<file path="src/rtl/alarm_ctrl.sv">
// alarm_ctrl: intruder alarm FSM with exit/entry delays; define ALARM_SIREN_TIMEOUT_EN to let the siren time out back to ARMED
module alarm_ctrl #(
    parameter int EXIT_DLY   = 16,
    parameter int ENTRY_DLY  = 16,
    parameter int SIREN_TIME = 64
) (
    input  logic       clk,
    input  logic       reset,
    input  logic       alarm_set,
    input  logic       alarm_disarm,
    input  logic       alarm_stay,
    input  logic [1:0] doors,
    input  logic [2:0] windows,
    output logic       secure,
    output logic       armed,
    output logic       alarm,
    output logic       pending,
    output logic       arm_fail,
    output logic [2:0] state
);
    localparam logic [2:0] S_DIS = 3'd0, S_EXIT = 3'd1, S_ARM = 3'd2, S_ENTRY = 3'd3, S_ALARM = 3'd4;
    localparam logic [15:0] EXIT_LD  = 16'(EXIT_DLY - 1);
    localparam logic [15:0] ENTRY_LD = 16'(ENTRY_DLY - 1);
`ifdef ALARM_SIREN_TIMEOUT_EN
    localparam logic [15:0] ALARM_LD = 16'(SIREN_TIME - 1);
`else
    localparam logic [15:0] ALARM_LD = 16'd0;
`endif

    if (EXIT_DLY < 1 || EXIT_DLY > 65535 || ENTRY_DLY < 1 || ENTRY_DLY > 65535 ||
        SIREN_TIME < 1 || SIREN_TIME > 65535) begin : g_param_err
        $error("alarm_ctrl: delay parameters must be in 1..65535");
    end

    logic [2:0]  nxt;
    logic [15:0] cnt, cnt_nxt;
    logic        stay, stay_nxt, fail_nxt, armed_d, alarm_d, pending_d;
    logic        opening, win_open;

    assign opening  = |{doors, windows};
    assign win_open = |windows;

    // state, counter, stay latch and all outputs are registered together
    always_ff @(posedge clk) begin
        if (reset) begin
            state    <= S_DIS;
            cnt      <= '0;
            stay     <= 1'b0;
            secure   <= 1'b0;
            armed    <= 1'b0;
            alarm    <= 1'b0;
            pending  <= 1'b0;
            arm_fail <= 1'b0;
        end else begin
            state    <= nxt;
            cnt      <= cnt_nxt;
            stay     <= stay_nxt;
            secure   <= ~opening;
            armed    <= armed_d;
            alarm    <= alarm_d;
            pending  <= pending_d;
            arm_fail <= fail_nxt;
        end
    end

    // next state; the counter defaults to 0 so it never wraps and idles at 0
    always_comb begin
        nxt      = state;
        cnt_nxt  = '0;
        stay_nxt = stay;
        fail_nxt = 1'b0;
        if (alarm_disarm) begin
            nxt      = S_DIS;
            stay_nxt = 1'b0;
        end else begin
            case (state)
                S_DIS: if (alarm_set) begin
                    if (opening) begin
                        fail_nxt = 1'b1;
                    end else begin
                        stay_nxt = alarm_stay;
                        nxt      = alarm_stay ? S_ARM : S_EXIT;
                        cnt_nxt  = alarm_stay ? '0 : EXIT_LD;
                    end
                end
                S_EXIT: if (cnt == '0) begin
                    nxt     = opening ? S_ENTRY : S_ARM;
                    cnt_nxt = opening ? ENTRY_LD : '0;
                end else begin
                    cnt_nxt = cnt - 16'd1;
                end
                S_ARM: if (stay ? opening : win_open) begin
                    nxt     = S_ALARM;
                    cnt_nxt = ALARM_LD;
                end else if (|doors) begin
                    nxt     = S_ENTRY;
                    cnt_nxt = ENTRY_LD;
                end
                S_ENTRY: if (win_open || cnt == '0) begin
                    nxt     = S_ALARM;
                    cnt_nxt = ALARM_LD;
                end else begin
                    cnt_nxt = cnt - 16'd1;
                end
`ifdef ALARM_SIREN_TIMEOUT_EN
                S_ALARM: if (cnt == '0) nxt = S_ARM;
                         else cnt_nxt = cnt - 16'd1;
`else
                S_ALARM: nxt = S_ALARM;
`endif
                default: begin
                    nxt      = S_DIS;
                    stay_nxt = 1'b0;
                end
            endcase
        end
    end

    // output decode from the next state so the flops line up with state
    always_comb begin
        armed_d   = nxt != S_DIS;
        alarm_d   = nxt == S_ALARM;
        pending_d = nxt == S_EXIT || nxt == S_ENTRY;
    end
endmodule

</file>
<file path="config.mk">
export PLATFORM = sky130hd
export DESIGN_NAME = alarm_ctrl
export DESIGN_NICKNAME = d
export VERILOG_FILES = /design/src/rtl/alarm_ctrl.sv
export SDC_FILE = /design/constraint.sdc
export NUM_CORES = 1
export LEC_CHECK = 0
export CORE_MARGIN = 2
export CORE_UTILIZATION = 52
export DETAILED_ROUTE_END_ITERATION = 7
export GPL_TIMING_DRIVEN = 0
export HOLD_SLACK_MARGIN = 0.06
export PLACE_DENSITY = 0.87
export SETUP_SLACK_MARGIN = 0.1
export SLEW_MARGIN = 0
export SYNTH_ARGS = -nofsm -noshare
export SYNTH_HDL_FRONTEND = slang
export SYNTH_SLANG_ARGS = --single-unit
</file>
<file path="constraint.sdc">
create_clock -name clk -period 2.5 [get_ports clk]
set_clock_uncertainty 0.1 [all_clocks]
set_input_delay 0.25 -clock clk [delete_from_list [all_inputs] [get_ports clk]]
set_output_delay 0.25 -clock clk [all_outputs]
set_load 0.1 [all_outputs]
</file>
==> impl_results.md, run 1 <==
* EDFF count, synth at 0
* Setup Total Neg Slack at 0 ps
* Dpl hpwl at roughly 1700 um
* Routability cong. at roughly 0.85
* # IOs at 18
* Synth top area share at approximately 43%
* Cell Pwr Density at between 400 and 500 nW/um^2
* DRC at 0
* Met2 Wirelength at 1150 um
* Initial DRC count at 21
* Max Slew Vio Count at 0
* Most frequent cell after synthesis: dfxtp_1
* Critical Path End Type: primary output
* Unique masters post-synth at 34
* Worst-Skew Late Latency at 310 ps
* CTS Root Cell: clkbuf_4
* Layout cells sized above 1 at between 10 and 15%
* CTS H-tree depth at 1
* Synthesized area at roughly 1200 sq um
* Largest net degree at the start of global routing at 14
* Worst VDD drop at 0.425 mV
* Slew headroom at 35.0%
* Leak at around 0.61 nW
* Final Cycle Share at between 90% and 100%
* Utilization after layout at between 60 and 70%
* Starting density of the core at between 50% and 60%
* Antenna fix cells at 0
* Final setup vio count at 0
* Post-synthesis sequential area ratio at a little over two fifths
* Post-synth top cells: dfxtp_1 (25), nor2_1 (20), o21ai_0 (9)
* GRT Resource Usage Total at around a fifth
* Met1 wire length at 1020 um
* Maximum root-to-sink buffer count at 2
* Die area at around 2600 sq um
* Dominant synthesized flop cell: dfxtp_1
* Antenna Violating Nets Remaining at 0
* Clock-pin transition on the worst setup and hold timing paths at about 130 ps
* CTS tree: yes
* Via-to-Cell Ratio at roughly 5.6
* Met3 WL post-DR at 89 um
* Top Metal Used: met4
* Syn Nets at 137
* Hold Crit Class: flip-flop to flip-flop
* Setup slack after layout at 160 ps
* Critical path data arrival time at between 1500 and 2000 ps
* WP buf/inv at 1
* Final Hold Slack at 384 ps
* Maxcap violations at 0
* Fmax at between 0.4 and 0.5 GHz
* Vias in the first global route at between 900 and 1000
* Worst Tran Pin Value at between 900 and 1000 ps
* RSZ-0062 raised after global routing: no
* CP top delay family: buffers and inverters
* Post-synth top area cell: dfxtp_1
* Critical path class: flip-flop to primary output
* Area grow syn2layout at 20.3%
* Final Net Count at between 150 and 200
* TritonCTS Sinks at 25
* CP cell instances: clkdlybuf4s50_1
* Synthesized area per cell at 9.23 sq um
* First-pass GRT wire length at about 4000 um
* Die width at 51.1 um
* Total number of vias at 978
* Site row count at 17
* Final Power at approximately 0.62 mW
* #FFs+latches synth at 25
* Post-CTS Hold Buffers at 0
* Port Buf Inserts at 17
* Post-synthesis instance total at approximately 130
* Die Ht at around 51 um
* Final Critical Period at 2340 ps
* Overflow after GRT at 0
* Worst Path Required at about 2200 ps
* Ys async rst share at 0%
* Status: finished, final reports clean
* Initial antenna violation count at 0
* DR WL/cell at 13.2 um
* Pre-CTS WS at between 150 and 200 ps
* Total wire length at 2290 um
* Final Hold Fails at 0
* Startpoint Class: flip-flop
* CP max-delay cell: clkdlybuf4s50_1
* CTS Buf Count at 3
* Ranking of synthesized cells by area: dfxtp_1 (43%), nor2_1 (6.5%), xnor2_1 (6.1%)
* Core box area at approximately 2100 sq um
* Crit Path Max Fanout at 8
* Synth warn at 0
* CP max stage delay at around 1200 ps
* TritonRoute pass-1 iters at 4
## path summary, 6_finish.rpt
| path | from | to | slack, ps | cells past startpoint |
|---|---|---|---|---|
| worst max-delay path | state[2] | state[2] | 160 | 1 |
| worst min-delay path | cnt[0] | cnt[0] | 380 | 1 |
| worst max register to register | cnt[0] | cnt[1] | 280 | 7 |
| worst min register to register | cnt[0] | cnt[0] | 380 | 1 |
## power breakdown
part           switching (mW)  internal (mW)
clock network           0.113         0.0623
logic                  0.0229         0.0223
registers            0.000624          0.400
total                   0.136          0.484
## layout make-up
type                       count  area [sq um]
clock buffer                   4          26.3
buffer                         3          23.8
sequential                    25           500
inverter                       4          15.0
multi-input combinational     93           614
timing repair buffer          17           173
tap                           28          35.0
fill                         186           761
## layer usage
layer  GRT usage [%]  vias to the layer above
li1                -                      486
met1            24.3                      458
met2            34.4                       30
met3            4.39                        4
met4            7.21                        0
met5               0                        -
## state kept, by name, indices dropped and copies added (netlist names)
signal	flops
cnt	16
state	3
alarm	1
arm_fail	1
armed	1
pending	1
secure	1
stay	1
## through the flow
step	instance area, sq um	instances
finish	1390	174
detailed placement	1360	170
CTS	1390	174
global placement	1360	170
global route	1390	174
floorplan	1150	125
## placed cells by master, fill, tap and decap left out
cell type | Yosys | final
buf_6 | 1 | 1
and2b_2 | 1 | 1
nor4b_1 | 4 | 4
o31a_2 | 1 | 1
a211oi_1 | 1 | 1
nor2b_1 | 1 | 1
a211o_1 | 1 | 1
nor2_1 | 20 | 20
inv_1 | 4 | 4
a22oi_1 | 1 | 1
xor2_1 | 6 | 6
nand3_1 | 2 | 2
o21ai_0 | 9 | 9
or4b_1 | 1 | 1
o31a_1 | 2 | 2
nor4_1 | 5 | 5
ha_1 | 2 | 2
or2b_2 | 1 | 1
dlymetal6s2s_1 | 0 | 1
nand2_1 | 5 | 5
a31oi_1 | 1 | 1
clkbuf_4 | 0 | 3
or3_1 | 3 | 3
nor3_1 | 5 | 5
clkbuf_1 | 0 | 1
or4_4 | 2 | 2
dfxtp_1 | 25 | 25
a211oi_2 | 1 | 1
clkdlybuf4s50_1 | 0 | 16
nor4_4 | 1 | 1
buf_2 | 1 | 1
nand3b_1 | 2 | 2
a21oi_1 | 2 | 2
buf_4 | 1 | 1
or2_2 | 2 | 2
o21a_1 | 2 | 2
xnor2_1 | 8 | 8
nor3b_1 | 1 | 1
## cells by family (layout without fill, tap and decap cells)
group | count (synthesis) | in the layout | share of synthesized area (%)
DFF | 25 | 25 | 43.4
adders and majority gates | 2 | 2 | 2.17
buffers and inverters | 7 | 28 | 3.36
xor gates and xnor gates | 14 | 14 | 10.6
and+or+nand+nor | 56 | 56 | 28.3
AOI/OAI and AO/OA | 21 | 21 | 12.1
## repair_timing
action / 4_1_cts / 5_1_grt
endpoints found under the setup margin: 0 / 1
hold endpoints to repair: 0 / 0
setup buffers: 0 / 0
gates resized for setup: 0 / 1
Power figures use the tool's default switching activity.
==> run 2, diff against run 1 <==
--- a/config.mk
+++ b/config.mk
@@ -12,6 +12,7 @@
 export HOLD_SLACK_MARGIN = 0.06
 export PLACE_DENSITY = 0.87
 export SETUP_SLACK_MARGIN = 0.1
+export SKIP_CTS_REPAIR_TIMING = 1
 export SLEW_MARGIN = 0
 export SYNTH_ARGS = -nofsm -noshare
 export SYNTH_HDL_FRONTEND = slang
==> results of run 2 <==
The final DEF is identical to that of run 1; final timing and power are the same.
